===== src/rtl/rr_arb_fsm_if.sv =====
// Request/grant bundle between the requesting agents and the rr_arb_fsm arbiter.
// The master side drives the requests, and the slave side (the arbiter) returns the grant.
interface rr_arb_fsm_if #(
  parameter int NREQ = 4,
  parameter int IDW  = $clog2(NREQ)
) ();
  logic [NREQ-1:0] req;
  logic [NREQ-1:0] gnt;
  logic [IDW-1:0]  gnt_id;
  logic            gnt_valid;
  logic            timeout;

  modport master (output req, input gnt, gnt_id, gnt_valid, timeout);
  modport slave  (input req, output gnt, gnt_id, gnt_valid, timeout);
endinterface


===== src/rtl/rr_arb_fsm.sv =====
// N-requester grant arbiter with a registered one-hot grant.
// It supports round-robin or fixed-priority selection and a bounded hold time.
// When a grant is force-released, the arbiter inserts a one-cycle cool-down with a timeout pulse.
// The grant moves directly from one owner to the next, with no idle cycle between owners.
module rr_arb_fsm #(
  parameter int NREQ      = 4,
  parameter int MAX_HOLD  = 8,
  parameter int PRIO_MODE = 0,
  parameter int IDW       = $clog2(NREQ)
) (
  input  logic        clock,
  input  logic        reset_n,
  rr_arb_fsm_if.slave bus
);

  // The hold counter only ever reaches MAX_HOLD-1, so this width never wraps.
  localparam int HCW = (MAX_HOLD > 0) ? $clog2(MAX_HOLD + 1) : 1;
  localparam logic [HCW-1:0]  HOLD_LAST  = HCW'((MAX_HOLD > 0) ? MAX_HOLD - 1 : 0);
  localparam logic [IDW-1:0]  LAST_RESET = IDW'(NREQ - 1);
  localparam logic [NREQ-1:0] ONE_HOT0   = NREQ'(1);

  typedef enum logic [1:0] {IDLE, GRANT, COOL} state_t;

  state_t          state_q, state_d;
  logic [NREQ-1:0] gnt_q, gnt_d;
  logic [IDW-1:0]  gnt_id_q, gnt_id_d;
  logic            gnt_valid_q;
  logic            timeout_q, timeout_d;
  logic [HCW-1:0]  hold_q, hold_d;
  logic [IDW-1:0]  last_q, last_d;

  logic [NREQ-1:0] cand;
  logic [NREQ-1:0] search;
  int              offset;
  int              win_pos;
  logic            win_found;
  logic [IDW-1:0]  win_id;
  logic            owner_req;

  // Pick a winner among the pending requests, excluding the current owner.
  // In round-robin mode, the request vector is rotated so the search starts just after the last winner.
  always_comb begin
    cand      = bus.req & ~gnt_q;
    search    = cand;
    offset    = 0;
    if (PRIO_MODE == 0) begin
      search = NREQ'({cand, cand} >> (int'(last_q) + 1));
      offset = int'(last_q) + 1;
    end
    win_found = |search;
    win_pos   = 0;
    for (int i = NREQ - 1; i >= 0; i--) begin
      if (search[i]) win_pos = i;
    end
    win_id    = IDW'((win_pos + offset) % NREQ);
    owner_req = |(bus.req & gnt_q);
  end

  // Next-state and next-output logic. The grant is kept unless the owner drops its request or the hold limit ends it.
  always_comb begin
    state_d   = state_q;
    gnt_d     = gnt_q;
    gnt_id_d  = gnt_id_q;
    timeout_d = 1'b0;
    hold_d    = hold_q;
    last_d    = last_q;
    case (state_q)
      IDLE, COOL: begin
        if (win_found) begin
          state_d  = GRANT;
          gnt_d    = ONE_HOT0 << win_id;
          gnt_id_d = win_id;
          hold_d   = '0;
          last_d   = win_id;
        end else begin
          state_d  = IDLE;
          gnt_d    = '0;
          gnt_id_d = '0;
        end
      end
      GRANT: begin
        if (!owner_req) begin
          if (win_found) begin
            gnt_d    = ONE_HOT0 << win_id;
            gnt_id_d = win_id;
            hold_d   = '0;
            last_d   = win_id;
          end else begin
            state_d  = IDLE;
            gnt_d    = '0;
            gnt_id_d = '0;
            hold_d   = '0;
          end
        end else if ((MAX_HOLD != 0) && (hold_q == HOLD_LAST)) begin
          state_d   = COOL;
          gnt_d     = '0;
          gnt_id_d  = '0;
          timeout_d = 1'b1;
          hold_d    = '0;
        end else if (MAX_HOLD != 0) begin
          hold_d = hold_q + HCW'(1);
        end
      end
      default: begin
        state_d  = IDLE;
        gnt_d    = '0;
        gnt_id_d = '0;
        hold_d   = '0;
      end
    endcase
  end

  // State and output registers. Reset restarts the rotation at requester 0.
  always_ff @(posedge clock) begin
    if (!reset_n) begin
      state_q     <= IDLE;
      gnt_q       <= '0;
      gnt_id_q    <= '0;
      gnt_valid_q <= 1'b0;
      timeout_q   <= 1'b0;
      hold_q      <= '0;
      last_q      <= LAST_RESET;
    end else begin
      state_q     <= state_d;
      gnt_q       <= gnt_d;
      gnt_id_q    <= gnt_id_d;
      gnt_valid_q <= |gnt_d;
      timeout_q   <= timeout_d;
      hold_q      <= hold_d;
      last_q      <= last_d;
    end
  end

  assign bus.gnt       = gnt_q;
  assign bus.gnt_id    = gnt_id_q;
  assign bus.gnt_valid = gnt_valid_q;
  assign bus.timeout   = timeout_q;

endmodule


===== src/flat_wrapper.sv =====
// flat-port wrapper written by rule: the top's interface ports become plain ports
module rr_arb_fsm_flat 
#(
  parameter int NREQ      = 4,
  parameter int MAX_HOLD  = 8,
  parameter int PRIO_MODE = 0,
  parameter int IDW       = $clog2(NREQ)
)
  (clock, reset_n, bus_req, bus_gnt, bus_gnt_id, bus_gnt_valid, bus_timeout);
  rr_arb_fsm_if #(.NREQ(NREQ), .IDW(IDW)) bus_i ();
  input  logic clock;
  input  logic reset_n;
  input wire logic [$bits(bus_i.req)-1:0] bus_req;
  output wire logic [$bits(bus_i.gnt)-1:0] bus_gnt;
  output wire logic [$bits(bus_i.gnt_id)-1:0] bus_gnt_id;
  output wire logic [$bits(bus_i.gnt_valid)-1:0] bus_gnt_valid;
  output wire logic [$bits(bus_i.timeout)-1:0] bus_timeout;
  assign bus_i.req = bus_req;
  assign bus_gnt = bus_i.gnt;
  assign bus_gnt_id = bus_i.gnt_id;
  assign bus_gnt_valid = bus_i.gnt_valid;
  assign bus_timeout = bus_i.timeout;
  rr_arb_fsm #(.NREQ(NREQ), .MAX_HOLD(MAX_HOLD), .PRIO_MODE(PRIO_MODE), .IDW(IDW)) u_core (.clock(clock), .reset_n(reset_n), .bus(bus_i));
endmodule

===== config.mk =====
export PLATFORM = sky130hd
export DESIGN_NAME = rr_arb_fsm_flat
export DESIGN_NICKNAME = d
export VERILOG_FILES = /design/src/rtl/rr_arb_fsm_if.sv /design/src/rtl/rr_arb_fsm.sv /design/src/flat_wrapper.sv
export SDC_FILE = /design/constraint.sdc
export NUM_CORES = 1
export LEC_CHECK = 0
export BUFFER_PORTS_ARGS = -buffer_cell sky130_fd_sc_hd__buf_2
export CORE_MARGIN = 2
export CORE_UTILIZATION = 55
export DETAILED_ROUTE_END_ITERATION = 8
export GPL_ROUTABILITY_DRIVEN = 0
export MAX_ROUTING_LAYER = met4
export PLACE_DENSITY = 0.77
export SYNTH_ARGS = -nofsm -noshare
export SYNTH_HDL_FRONTEND = slang
export SYNTH_SLANG_ARGS = --single-unit

===== constraint.sdc =====
create_clock -name clock -period 3.9 [get_ports clock]
set_input_delay 0.39 -clock clock [delete_from_list [all_inputs] [get_ports clock]]
set_output_delay 0.39 -clock clock [all_outputs]
set_load 0.02 [all_outputs]

==> impl_metrics.tcl <==
set metrics [dict create \
    io_pins 14 \
    clockBufferDepth 2 \
    synth_common_cells "dfxtp_1 (16), nor2_1 (8), a21oi_1 (7), nand3_1 (7)" \
    post-route-util_pct 66.2 \
    ys_types 33 \
    hold_viol_final 0 \
    drc 0 \
    first_iter_violations 20 \
    crit_arrival_ps 3120 \
    powerDensity_mw_per_mm2 665 \
    synth-seq-cells 16 \
    drtPass1Iterations 4 \
    synth_flop_cell "dfxtp_1" \
    worstSetupPathType "reg2reg" \
    post-place-ws_ps 916 \
    yosysSeqAreaShare_pct 34.2 \
    grt_max_degree 12 \
    cts_tree "built" \
    setup_viol 0 \
    num_rows 14 \
    grtUsageTotal_pct 26.5 \
    hpwl_mm 1.60 \
    fp.dieH_um 45.3 \
    drv_slew 0 \
    top_layer "met4" \
    cts_resized 0 \
    met3_length_um 162 \
    wl_per_cell_um 16.5 \
    cts_setup_buffers 0 \
    clock_sinks 16 \
    setup_ws_ps 986 \
    cap_violations 0 \
    gr-total-overflow 0 \
    path_max_fanout 8 \
    finalPower_w 0.000686 \
    leakage_nw 0.412 \
    fin_crit_ps 2910 \
    fin_skew_ps 10.0 \
    viasPerCell 6.97 \
    timing.setup.tns_ps 0 \
    synth_area_sq_um 936 \
    synth.area.top_cells "dfxtp_1 (34%), a21oi_1 (3.7%), nand3_1 (3.7%)" \
    grt_pass1_wl_mm 3.73 \
    hp-class "in2reg" \
    wl_met1_mm 1.03 \
    n_antenna_cell 0 \
    netlist.area_leader.share_pct 34.2 \
    grt_antenna_before_repair 0 \
    maxSlewHeadroom_pct 51.6 \
    worstSkewPairLatency_ps 300 \
    syn-num-nets 116 \
    floorplan.initialDensity_pct 60.0 \
    antenna_left 0 \
    clock.fmax_mhz 343 \
    worst_setup_path_end_kind "register" \
    yosysMostFrequentCell "dfxtp_1" \
    clk_pin_slew_ps 100 \
    synth.avg_cell_area_sq_um 8.67 \
    core_sq_mm 0.00156 \
    clockRootBuffer "clkbuf_4" \
    irDropWorstVdd_uv 515 \
    syn2layout_area_growth_pct 10.3 \
    die_area_sq_mm 0.00205 \
    die_w_um 45.3 \
    tightestPinTransition_ps 719 \
    cts_hold_buffers 0 \
    wl_met2_mm 1.01 \
    layout-drive-gt1-share_pct 19.0 \
    rsz0062_at_grt "false" \
    numCtsBuffers 3 \
    cp.required_ps 4100 \
    grt_pass1_vias 802 \
    port_buffers 13 \
    final_nets 130 \
    holdWs_ps 398 \
    status "complete, no violations" \
    synth_top_cell_by_area "dfxtp_1" \
    routed_wl_mm 2.26 \
    syn_inst 108 \
    synth_edf_count 0 \
    vias 955 \
    worstSetupStartpointType "register" \
    htree_levels 1 \
    async_reset_ff_share_pct 0 \
    fin_crit_sh_pct 74.7 \
    ys_warn_count 0 \
]
## metal layers
metal | up-vias | track usage, %
li1 | 452 | -
met1 | 444 | 36.0
met4 | 0 | 11.2
met3 | 7 | 3.60
met2 | 52 | 39.1
met5 | - | -
## path summary, 6_finish.rpt
check,start,to,slack [ps],depth (start not counted)
worst min register to register,u_core.bus.gnt_id[0],u_core.bus.gnt_id[0],480,2
worst max-delay path,u_core.bus.gnt[3],u_core.bus.gnt[3],990,8
worst max register to register,u_core.bus.gnt[3],u_core.bus.gnt[3],990,8
worst min-delay path,reset_n,u_core.last_q[0],400,2
## sequential cells by signal, indices dropped and copies added (netlist names)
signal and count:
u_core.bus.gnt 4, u_core.bus.gnt_id 2, u_core.bus.gnt_valid 1, u_core.bus.timeout 1, u_core.hold_q 4, u_core.last_q 2, u_core.state_q 2
## cells by family after synthesis
kind of cell / after synthesis / share of synthesized area [%]
buf+inv: 9 / 4.68
compound gates: 32 / 26.5
flops: 16 / 34.2
xor+xnor: 1 / 2.41
mux: 1 / 1.07
simple gates: 47 / 28.5
fa+ha+maj: 2 / 2.67
## worst max-delay path: stages, from the launching register on
cell	delay, ps
dfxtp_1	360
nor2b_1	460
nor3_1	120
a311oi_1	300
o221ai_1	170
ha_1	370
or3b_4	430
or4_1	520
o311ai_1	90
## area by class of cell
cell class | count | area, sq um
clock buffer | 4 | 36.3
fill | 147 | 527
inverter | 5 | 18.8
multi-input combinational | 83 | 572
sequential | 16 | 320
tap | 16 | 20.0
timing repair buffer | 13 | 65.1
## per-stage QoR
| step | cell area (sq um) | instances |
|---|---|---|
| after global routing | 1030 | 137 |
| final | 1030 | 137 |
| after CTS | 1030 | 137 |
| after detailed placement | 996 | 133 |
| after global placement | 996 | 133 |
| after floorplan | 936 | 108 |
## cells in the final DEF, fill, tap and decap left out, drive strengths merged, types with 3 or more instances in the layout
cell / synthesis / routed
a22oi: 3 / 3
nand2: 5 / 5
nand3: 7 / 7
nor3: 3 / 3
nand2b: 4 / 4
nor4: 3 / 3
o211ai: 4 / 4
o311ai: 3 / 3
o2111ai: 4 / 4
or4: 4 / 4
buf: 4 / 13
clkbuf: 0 / 4
dfxtp: 16 / 16
a21oi: 7 / 7
nor2b: 3 / 3
nor2: 8 / 8
inv: 5 / 5
or3: 3 / 3
## report_power, final
part | internal (W) | switching (W)
logic | 0.000147 | 0.000194
clock network | 0.0000570 | 0.0000575
registers | 0.000196 | 0.0000356
total | 0.000399 | 0.000287
Note: power is estimated with default switching activity, not from simulation.
